## config.mk

```make
export PLATFORM = sky130hd
export DESIGN_NAME = int_perceptron_trainer
export DESIGN_NICKNAME = d
export VERILOG_FILES = /design/src/rtl/int_perceptron_trainer.sv
export SDC_FILE = /design/constraint.sdc
export NUM_CORES = 2
export LEC_CHECK = 0
export ABC_AREA = 1
export CAP_MARGIN = 20
export CORE_ASPECT_RATIO = 0.75
export CORE_MARGIN = 1
export CORE_UTILIZATION = 60
export DETAILED_ROUTE_END_ITERATION = 6
export PLACE_DENSITY = 0.83
export SLEW_MARGIN = 10
export SYNTH_ARGS = -nofsm -noshare
export SYNTH_HDL_FRONTEND = slang
export SYNTH_SLANG_ARGS = --single-unit
```

## constraint.sdc

```tcl
create_clock -name clk -period 13.82 [get_ports clk]
set_clock_uncertainty 0.1 [all_clocks]
set_input_delay 2.764 -clock clk [delete_from_list [all_inputs] [get_ports clk]]
set_output_delay 2.764 -clock clk [all_outputs]
set_load 0.03 [all_outputs]
```

## src/rtl/int_perceptron_trainer.sv

```systemverilog
// int_perceptron_trainer: sequential perceptron-rule trainer for the 2-input
// Q3.12 sign-magnitude perceptron. Iterates a 4-sample truth table until an
// epoch passes with zero errors or MAX_EPOCHS is reached, then holds weights.
// Optional macro INT_TRAINER_INIT_EN adds w0_init/w1_init/w2_init ports that
// seed the weights at LOAD instead of clearing them.
module int_perceptron_trainer #(
  parameter int TAM        = 16,
  parameter int MAX_EPOCHS = 16,
  parameter int EPOCH_W    = 5
) (
  input  logic               clk,
  input  logic               rst_n,
  input  logic               start,
  input  logic [4*TAM-1:0]   x1_in,
  input  logic [4*TAM-1:0]   x2_in,
  input  logic [4*TAM-1:0]   d_in,
  input  logic [TAM-1:0]     eta,
  output logic               busy,
  output logic               done,
  output logic               converged,
  output logic [TAM-1:0]     w0,
  output logic [TAM-1:0]     w1,
  output logic [TAM-1:0]     w2,
  output logic [EPOCH_W-1:0] epoch_cnt
`ifdef INT_TRAINER_INIT_EN
  ,
  input  logic [TAM-1:0]     w0_init,
  input  logic [TAM-1:0]     w1_init,
  input  logic [TAM-1:0]     w2_init
`endif
);

  localparam int FRAC = 12;
  localparam int MW   = TAM - 1;        // magnitude width
  localparam int PW   = 2 * MW;         // raw magnitude product width
  localparam int NW   = TAM + 6;        // internal two's complement width, no overflow possible
  localparam logic [NW-1:0]      MAG_MAX   = {{(NW-MW){1'b0}}, {MW{1'b1}}};
  localparam logic [TAM-1:0]     ONE       = {{(TAM-FRAC-1){1'b0}}, 1'b1, {FRAC{1'b0}}};
  localparam logic [TAM-1:0]     NEG_ZERO  = {1'b1, {MW{1'b0}}};
  localparam logic [EPOCH_W-1:0] EPOCH_MAX = EPOCH_W'(MAX_EPOCHS);

  typedef enum logic [2:0] {
    S_IDLE   = 3'd0,
    S_LOAD   = 3'd1,
    S_EVAL   = 3'd2,
    S_UPDATE = 3'd3,
    S_CHECK  = 3'd4,
    S_DONE   = 3'd5
  } state_t;

  // Sign-magnitude to two's complement; negative zero collapses to zero.
  function automatic logic signed [NW-1:0] sm_to_tc(input logic [TAM-1:0] v);
    logic signed [NW-1:0] mag;
    mag = {{(NW-MW){1'b0}}, v[MW-1:0]};
    if (v[TAM-1]) return -mag;
    else return mag;
  endfunction

  // Q3.12 product: magnitude multiply, truncate toward zero, then apply sign.
  function automatic logic signed [NW-1:0] q_mul(input logic [TAM-1:0] a, input logic [TAM-1:0] b);
    logic [PW-1:0]        prod;
    logic signed [NW-1:0] mag;
    prod = {{MW{1'b0}}, a[MW-1:0]} * {{MW{1'b0}}, b[MW-1:0]};
    mag  = {{(NW-(PW-FRAC)){1'b0}}, prod[PW-1:FRAC]};
    if (a[TAM-1] ^ b[TAM-1]) return -mag;
    else return mag;
  endfunction

  // Two's complement back to sign-magnitude with symmetric saturation; never yields -0.
  function automatic logic [TAM-1:0] tc_to_sm_sat(input logic signed [NW-1:0] v);
    logic [NW-1:0] mag;
    if (v[NW-1]) mag = -v;
    else mag = v;
    if (mag > MAG_MAX) mag = MAG_MAX;
    else mag = mag;
    return {v[NW-1], mag[MW-1:0]};
  endfunction

  // Replace negative zero with positive zero.
  function automatic logic [TAM-1:0] sm_norm(input logic [TAM-1:0] v);
    if (v == NEG_ZERO) return {TAM{1'b0}};
    else return v;
  endfunction

  // Select sample k from a packed 4-word vector.
  function automatic logic [TAM-1:0] pick(input logic [4*TAM-1:0] vec, input logic [1:0] k);
    case (k)
      2'd0:    return vec[TAM-1:0];
      2'd1:    return vec[2*TAM-1:TAM];
      2'd2:    return vec[3*TAM-1:2*TAM];
      2'd3:    return vec[4*TAM-1:3*TAM];
      default: return {TAM{1'b0}};
    endcase
  endfunction

  state_t               state_q, state_d;
  logic [4*TAM-1:0]     x1_q, x1_d, x2_q, x2_d, d_q, d_d;
  logic [TAM-1:0]       eta_q, eta_d;
  logic [TAM-1:0]       w0_q, w0_d, w1_q, w1_d, w2_q, w2_d;
  logic [EPOCH_W-1:0]   epoch_q, epoch_d;
  logic [1:0]           k_q, k_d;
  logic                 err_flag_q, err_flag_d;
  logic                 y_q, y_d;
  logic                 busy_q, busy_d;
  logic                 done_q, done_d;
  logic                 done_arm_q, done_arm_d;
  logic                 conv_q, conv_d;

  logic [TAM-1:0]       x1_k, x2_k, d_k, eta_pos;
  logic signed [NW-1:0] net, delta0, delta1, delta2;
  logic                 err_pos, err_neg;
  logic [TAM-1:0]       init0, init1, init2;

`ifdef INT_TRAINER_INIT_EN
  assign init0 = sm_norm(w0_init);
  assign init1 = sm_norm(w1_init);
  assign init2 = sm_norm(w2_init);
`else
  assign init0 = {TAM{1'b0}};
  assign init1 = {TAM{1'b0}};
  assign init2 = {TAM{1'b0}};
`endif

  // Next-state logic, datapath and output decode for the training FSM.
  always_comb begin
    state_d    = state_q;
    x1_d       = x1_q;
    x2_d       = x2_q;
    d_d        = d_q;
    eta_d      = eta_q;
    w0_d       = w0_q;
    w1_d       = w1_q;
    w2_d       = w2_q;
    epoch_d    = epoch_q;
    k_d        = k_q;
    err_flag_d = err_flag_q;
    y_d        = y_q;
    busy_d     = busy_q;
    conv_d     = conv_q;
    done_arm_d = 1'b0;
    done_d     = done_arm_q;

    x1_k    = pick(x1_q, k_q);
    x2_k    = pick(x2_q, k_q);
    d_k     = pick(d_q, k_q);
    eta_pos = {1'b0, eta_q[MW-1:0]};
    net     = sm_to_tc(w0_q) + q_mul(w1_q, x1_k) + q_mul(w2_q, x2_k);
    delta0  = sm_to_tc(eta_pos);
    delta1  = q_mul(eta_pos, x1_k);
    delta2  = q_mul(eta_pos, x2_k);
    err_pos = (d_k == ONE) & ~y_q;
    err_neg = (d_k != ONE) & y_q;

    case (state_q)
      S_IDLE, S_DONE: begin
        if (start) begin
          state_d = S_LOAD;
          busy_d  = 1'b1;
        end else begin
          state_d = state_q;
        end
      end
      S_LOAD: begin
        x1_d       = x1_in;
        x2_d       = x2_in;
        d_d        = d_in;
        eta_d      = eta;
        w0_d       = init0;
        w1_d       = init1;
        w2_d       = init2;
        epoch_d    = {EPOCH_W{1'b0}};
        err_flag_d = 1'b0;
        k_d        = 2'd0;
        conv_d     = 1'b0;
        busy_d     = 1'b1;
        state_d    = S_EVAL;
      end
      S_EVAL: begin
        y_d     = ~net[NW-1];
        state_d = S_UPDATE;
      end
      S_UPDATE: begin
        if (err_pos) begin
          w0_d       = tc_to_sm_sat(sm_to_tc(w0_q) + delta0);
          w1_d       = tc_to_sm_sat(sm_to_tc(w1_q) + delta1);
          w2_d       = tc_to_sm_sat(sm_to_tc(w2_q) + delta2);
          err_flag_d = 1'b1;
        end else if (err_neg) begin
          w0_d       = tc_to_sm_sat(sm_to_tc(w0_q) - delta0);
          w1_d       = tc_to_sm_sat(sm_to_tc(w1_q) - delta1);
          w2_d       = tc_to_sm_sat(sm_to_tc(w2_q) - delta2);
          err_flag_d = 1'b1;
        end else begin
          err_flag_d = err_flag_q;
        end
        if (k_q == 2'd3) begin
          state_d = S_CHECK;
        end else begin
          k_d     = k_q + 2'd1;
          state_d = S_EVAL;
        end
      end
      S_CHECK: begin
        if (epoch_q == EPOCH_MAX) epoch_d = epoch_q;
        else epoch_d = epoch_q + {{(EPOCH_W-1){1'b0}}, 1'b1};
        if (!err_flag_q) begin
          conv_d     = 1'b1;
          busy_d     = 1'b0;
          done_arm_d = 1'b1;
          state_d    = S_DONE;
        end else if (epoch_q + {{(EPOCH_W-1){1'b0}}, 1'b1} == EPOCH_MAX) begin
          conv_d     = 1'b0;
          busy_d     = 1'b0;
          done_arm_d = 1'b1;
          state_d    = S_DONE;
        end else begin
          err_flag_d = 1'b0;
          k_d        = 2'd0;
          state_d    = S_EVAL;
        end
      end
      default: begin
        state_d = S_IDLE;
        busy_d  = 1'b0;
      end
    endcase
  end

  // State and datapath registers with asynchronous active-low reset.
  always_ff @(posedge clk or negedge rst_n) begin
    if (!rst_n) begin
      state_q    <= S_IDLE;
      x1_q       <= {(4*TAM){1'b0}};
      x2_q       <= {(4*TAM){1'b0}};
      d_q        <= {(4*TAM){1'b0}};
      eta_q      <= {TAM{1'b0}};
      w0_q       <= {TAM{1'b0}};
      w1_q       <= {TAM{1'b0}};
      w2_q       <= {TAM{1'b0}};
      epoch_q    <= {EPOCH_W{1'b0}};
      k_q        <= 2'd0;
      err_flag_q <= 1'b0;
      y_q        <= 1'b0;
      busy_q     <= 1'b0;
      done_q     <= 1'b0;
      done_arm_q <= 1'b0;
      conv_q     <= 1'b0;
    end else begin
      state_q    <= state_d;
      x1_q       <= x1_d;
      x2_q       <= x2_d;
      d_q        <= d_d;
      eta_q      <= eta_d;
      w0_q       <= w0_d;
      w1_q       <= w1_d;
      w2_q       <= w2_d;
      epoch_q    <= epoch_d;
      k_q        <= k_d;
      err_flag_q <= err_flag_d;
      y_q        <= y_d;
      busy_q     <= busy_d;
      done_q     <= done_d;
      done_arm_q <= done_arm_d;
      conv_q     <= conv_d;
    end
  end

  assign busy      = busy_q;
  assign done      = done_q;
  assign converged = conv_q;
  assign w0        = w0_q;
  assign w1        = w1_q;
  assign w2        = w2_q;
  assign epoch_cnt = epoch_q;

endmodule

```

==> out/qor.yml <==
detailed_routing:
  dr.pass1.iters: 7
  wl_um: 173000
  ant_nets: 0
  route.detailed.drc: 0
  avgViaCountPerCell: 5.82
  vias: 50788
  drt_iter0_markers: 5624
  avgRoutedWirePerCell_um: 19.8
worst_setup_path:
  reg2reg_depth: 51
  worst_path_max_delay_cell: "nor2_1"
  cp-start-kind: "flop"
  worstPathArrival_ns: 13.00
  crit_fanout: 19
  cp_common_cell: "nand2_1"
  crit_type: "flop to flop"
  crit_path_end_kind: "flop"
  reg2reg_to: "w2[10]"
  r2r_start: "k_q[0]"
  required_ns: 14.29
  r2r_setup_slack_ns: 1.28
  cpPeakStageDelay_ns: 0.67
  crit_path_start: "k_q[0]"
layout:
  final-seq-area_mm2: 0.00678
  layout.cells.non_filler: 8732
  areaGrowthSynthToFinish_pct: 9.00
  final_nets: 8978
  layout-drive-gt1-share_pct: 3.38
  nFillCells: 7468
  n_antenna_cell: 0
  multi_input_area_mm2: 0.0410
  fin_area_mm2: 0.0585
sta:
  worst_slew_pin_slew_ns: 1.12
  rsz0062_at_grt: "false"
  hold_viol: 0
  fmax_ghz: 0.0798
  finalCritPeriodShare_pct: 90.7
  maxSlewViolCount: 0
  setup_viol: 0
  min_period_ns: 12.54
  relSlewSlack_pct: 24.5
  worst_slack_ns: 1.28
  setup_tns_ns: 0
synthesis:
  syn_nets: 8846
  yosysWarnings: 0
  ys.flop_type: "dfrtp_1"
  synth-edff-count: 0
  async_reset_ff_share_pct: 100
  ys_types: 64
  mappedNetlistArea_mm2: 0.0536
  ys_ff_latch: 271
  syn_avg_cell_area_um2: 7.23
  seq_area_frac_synth_pct: 12.6
  syn_inst: 7424
global_route:
  grt_pass1_wl_um: 271000
  antenna_found_initial: 5
  grt_usage_pct: 38.3
  grt_pass1_vias: 49455
  grt_max_degree: 246
  grt_overflow: 0
die:
  pin_count: 267
  die_x_um: 347
  die_height_um: 261
  start_util_pct: 60.9
  std_cell_rows: 94
  core_mm2: 0.0881
  die_area_mm2: 0.0906
min_path:
  min_from: "done_arm_q"
  worstHoldPathCells: 0
  hold_path_class: "flop to flop"
  hold_end: "done"
clock_network:
  cts.repair.resized: 0
  clk_latency_ns: 0.71
  postCtsSetupRepairBufs: 0
  h-tree-depth: 1
  cts_tree: "done"
  clkTransAtPathRegs_ns: 0.06
  cts_buffers: 31
  clock_path_buffers: 3
  cts_sinks: 271
  cts-root-buf: "clkbuf_16"
  hold_buffers: 0
job:
  drv_cap: 0
placed_design:
  place_ws_ns: 1.58
  placed_area_mm2: 0.0574
  place_hpwl_um: 139000
  place_inst: 8674
  io_buffers: 265
  gp_congestion: 1.01
run_status:
  status: "completed"
[final cells by class]
| cell class | instances | share of cell area, % |
|---|---|---|
| multi-input combinational | 5627 | 70.2 |
| sequential | 271 | 11.6 |
| clock buffer | 36 | 1.43 |
| inverter | 1264 | 8.13 |
| timing repair buffer | 361 | 5.80 |
| clock inverter | 21 | 0.407 |
| tap | 1152 | 2.46 |
[cells in the mapped netlist (9+ instances only)]
library cell / number / share of area, %
nor2_1: 867 / 6.1
buf_2: 21 / 0.20
o21ai_0: 251 / 2.3
o21bai_1: 25 / 0.35
dfrtp_1: 271 / 13
nand4_1: 77 / 0.90
nand3b_1: 24 / 0.34
nand3_1: 327 / 3.1
or2_2: 11 / 0.13
o22ai_1: 30 / 0.35
fa_1: 690 / 26
clkinv_1: 28 / 0.20
o21a_1: 10 / 0.14
inv_2: 12 / 0.084
ha_1: 521 / 12
a21o_1: 29 / 0.41
inv_1: 1223 / 8.6
nand2_1: 1911 / 13
a31oi_1: 24 / 0.28
nand2_2: 22 / 0.26
nor4_1: 25 / 0.29
nand3_2: 18 / 0.34
o21ai_1: 16 / 0.15
a21boi_0: 9 / 0.13
clkbuf_1: 221 / 1.5
xor2_1: 236 / 3.9
xnor2_1: 52 / 0.85
nor3_1: 81 / 0.76
a21oi_1: 255 / 2.4
a211oi_1: 26 / 0.36
nor2_2: 9 / 0.10
[kinds of logic (layout without fill, tap and decap cells)]
logic type                 count (synthesis)  after routing  share of synthesized area [%]
AOI/OAI and AO/OA                        723            723                           7.68
xor gates and xnor gates                 291            291                           4.79
adders and majority gates               1211           1211                           37.9
buffers and inverters                   1526           1682                           10.9
DFF                                      271            271                           12.6
and+or+nand+nor                         3402           3402                           26.1
[per-stage QoR]
| step | utilization, % | hold slack [ns] |
|---|---|---|
| detailed placement | 65.2 | 0.243 |
| global route | 66.4 | 0.268 |
| global placement | 65.2 | 0.239 |
| CTS | 66.4 | 0.258 |
| floorplan | - | 0.231 |
| finish | 66.4 | 0.256 |
[cell usage in the layout (no fill, tap or decap), types with 52 or more instances in the layout]
| cell type | n |
|---|---|
| inv_1 | 1223 |
| nor3_1 | 81 |
| nand3_1 | 327 |
| dfrtp_1 | 271 |
| nand4_1 | 77 |
| o21ai_0 | 251 |
| fa_1 | 690 |
| a21oi_1 | 255 |
| nor2_1 | 862 |
| nand2_1 | 1911 |
| xnor2_1 | 52 |
| ha_1 | 521 |
| buf_4 | 95 |
| clkdlybuf4s50_1 | 264 |
| xor2_1 | 236 |
[layer usage]
metal  up-vias  global-route usage (%)  wire, um
met3       455                    13.5     25800
met5         -                       0        53
li1      23169                       -         -
met1     24146                    55.0     72400
met2      3010                    54.1     67900
met4         8                    11.6      6370
[flip-flops by register name (all words and copies together) (netlist names), 2 cells and up]
name,flops
x2_q,64
w2,16
w1,16
epoch_cnt,5
x1_q,64
w0,16
d_q,64
state_q,3
k_q,2
eta_q,15
[worst max-delay path, delay by kind of cell, from the launching register on]
kind	cells	cell delay, ns
and+or+nand+nor	26	4.30
adders and majority gates	9	4.14
buffers and inverters	8	1.61
AOI/OAI and AO/OA	7	1.66
DFF	1	0.40
xor gates and xnor gates	1	0.22
[how the worst max path moves through the flow]
| stage | end | cells after the start |
|---|---|---|
| 2_1_floorplan | w1[11] | 60 |
| 3_3_place_gp | w1[0] | 56 |
| 3_5_place_dp | w1[0] | 56 |
| 4_1_cts | w1[0] | 56 |
| 5_1_grt | w1[0] | 56 |
| 6_report | w2[10] | 51 |
Power is left out: the tool's default activity adds up to more than one toggle a clock period on the data nets, which glitch-free logic cannot reach.
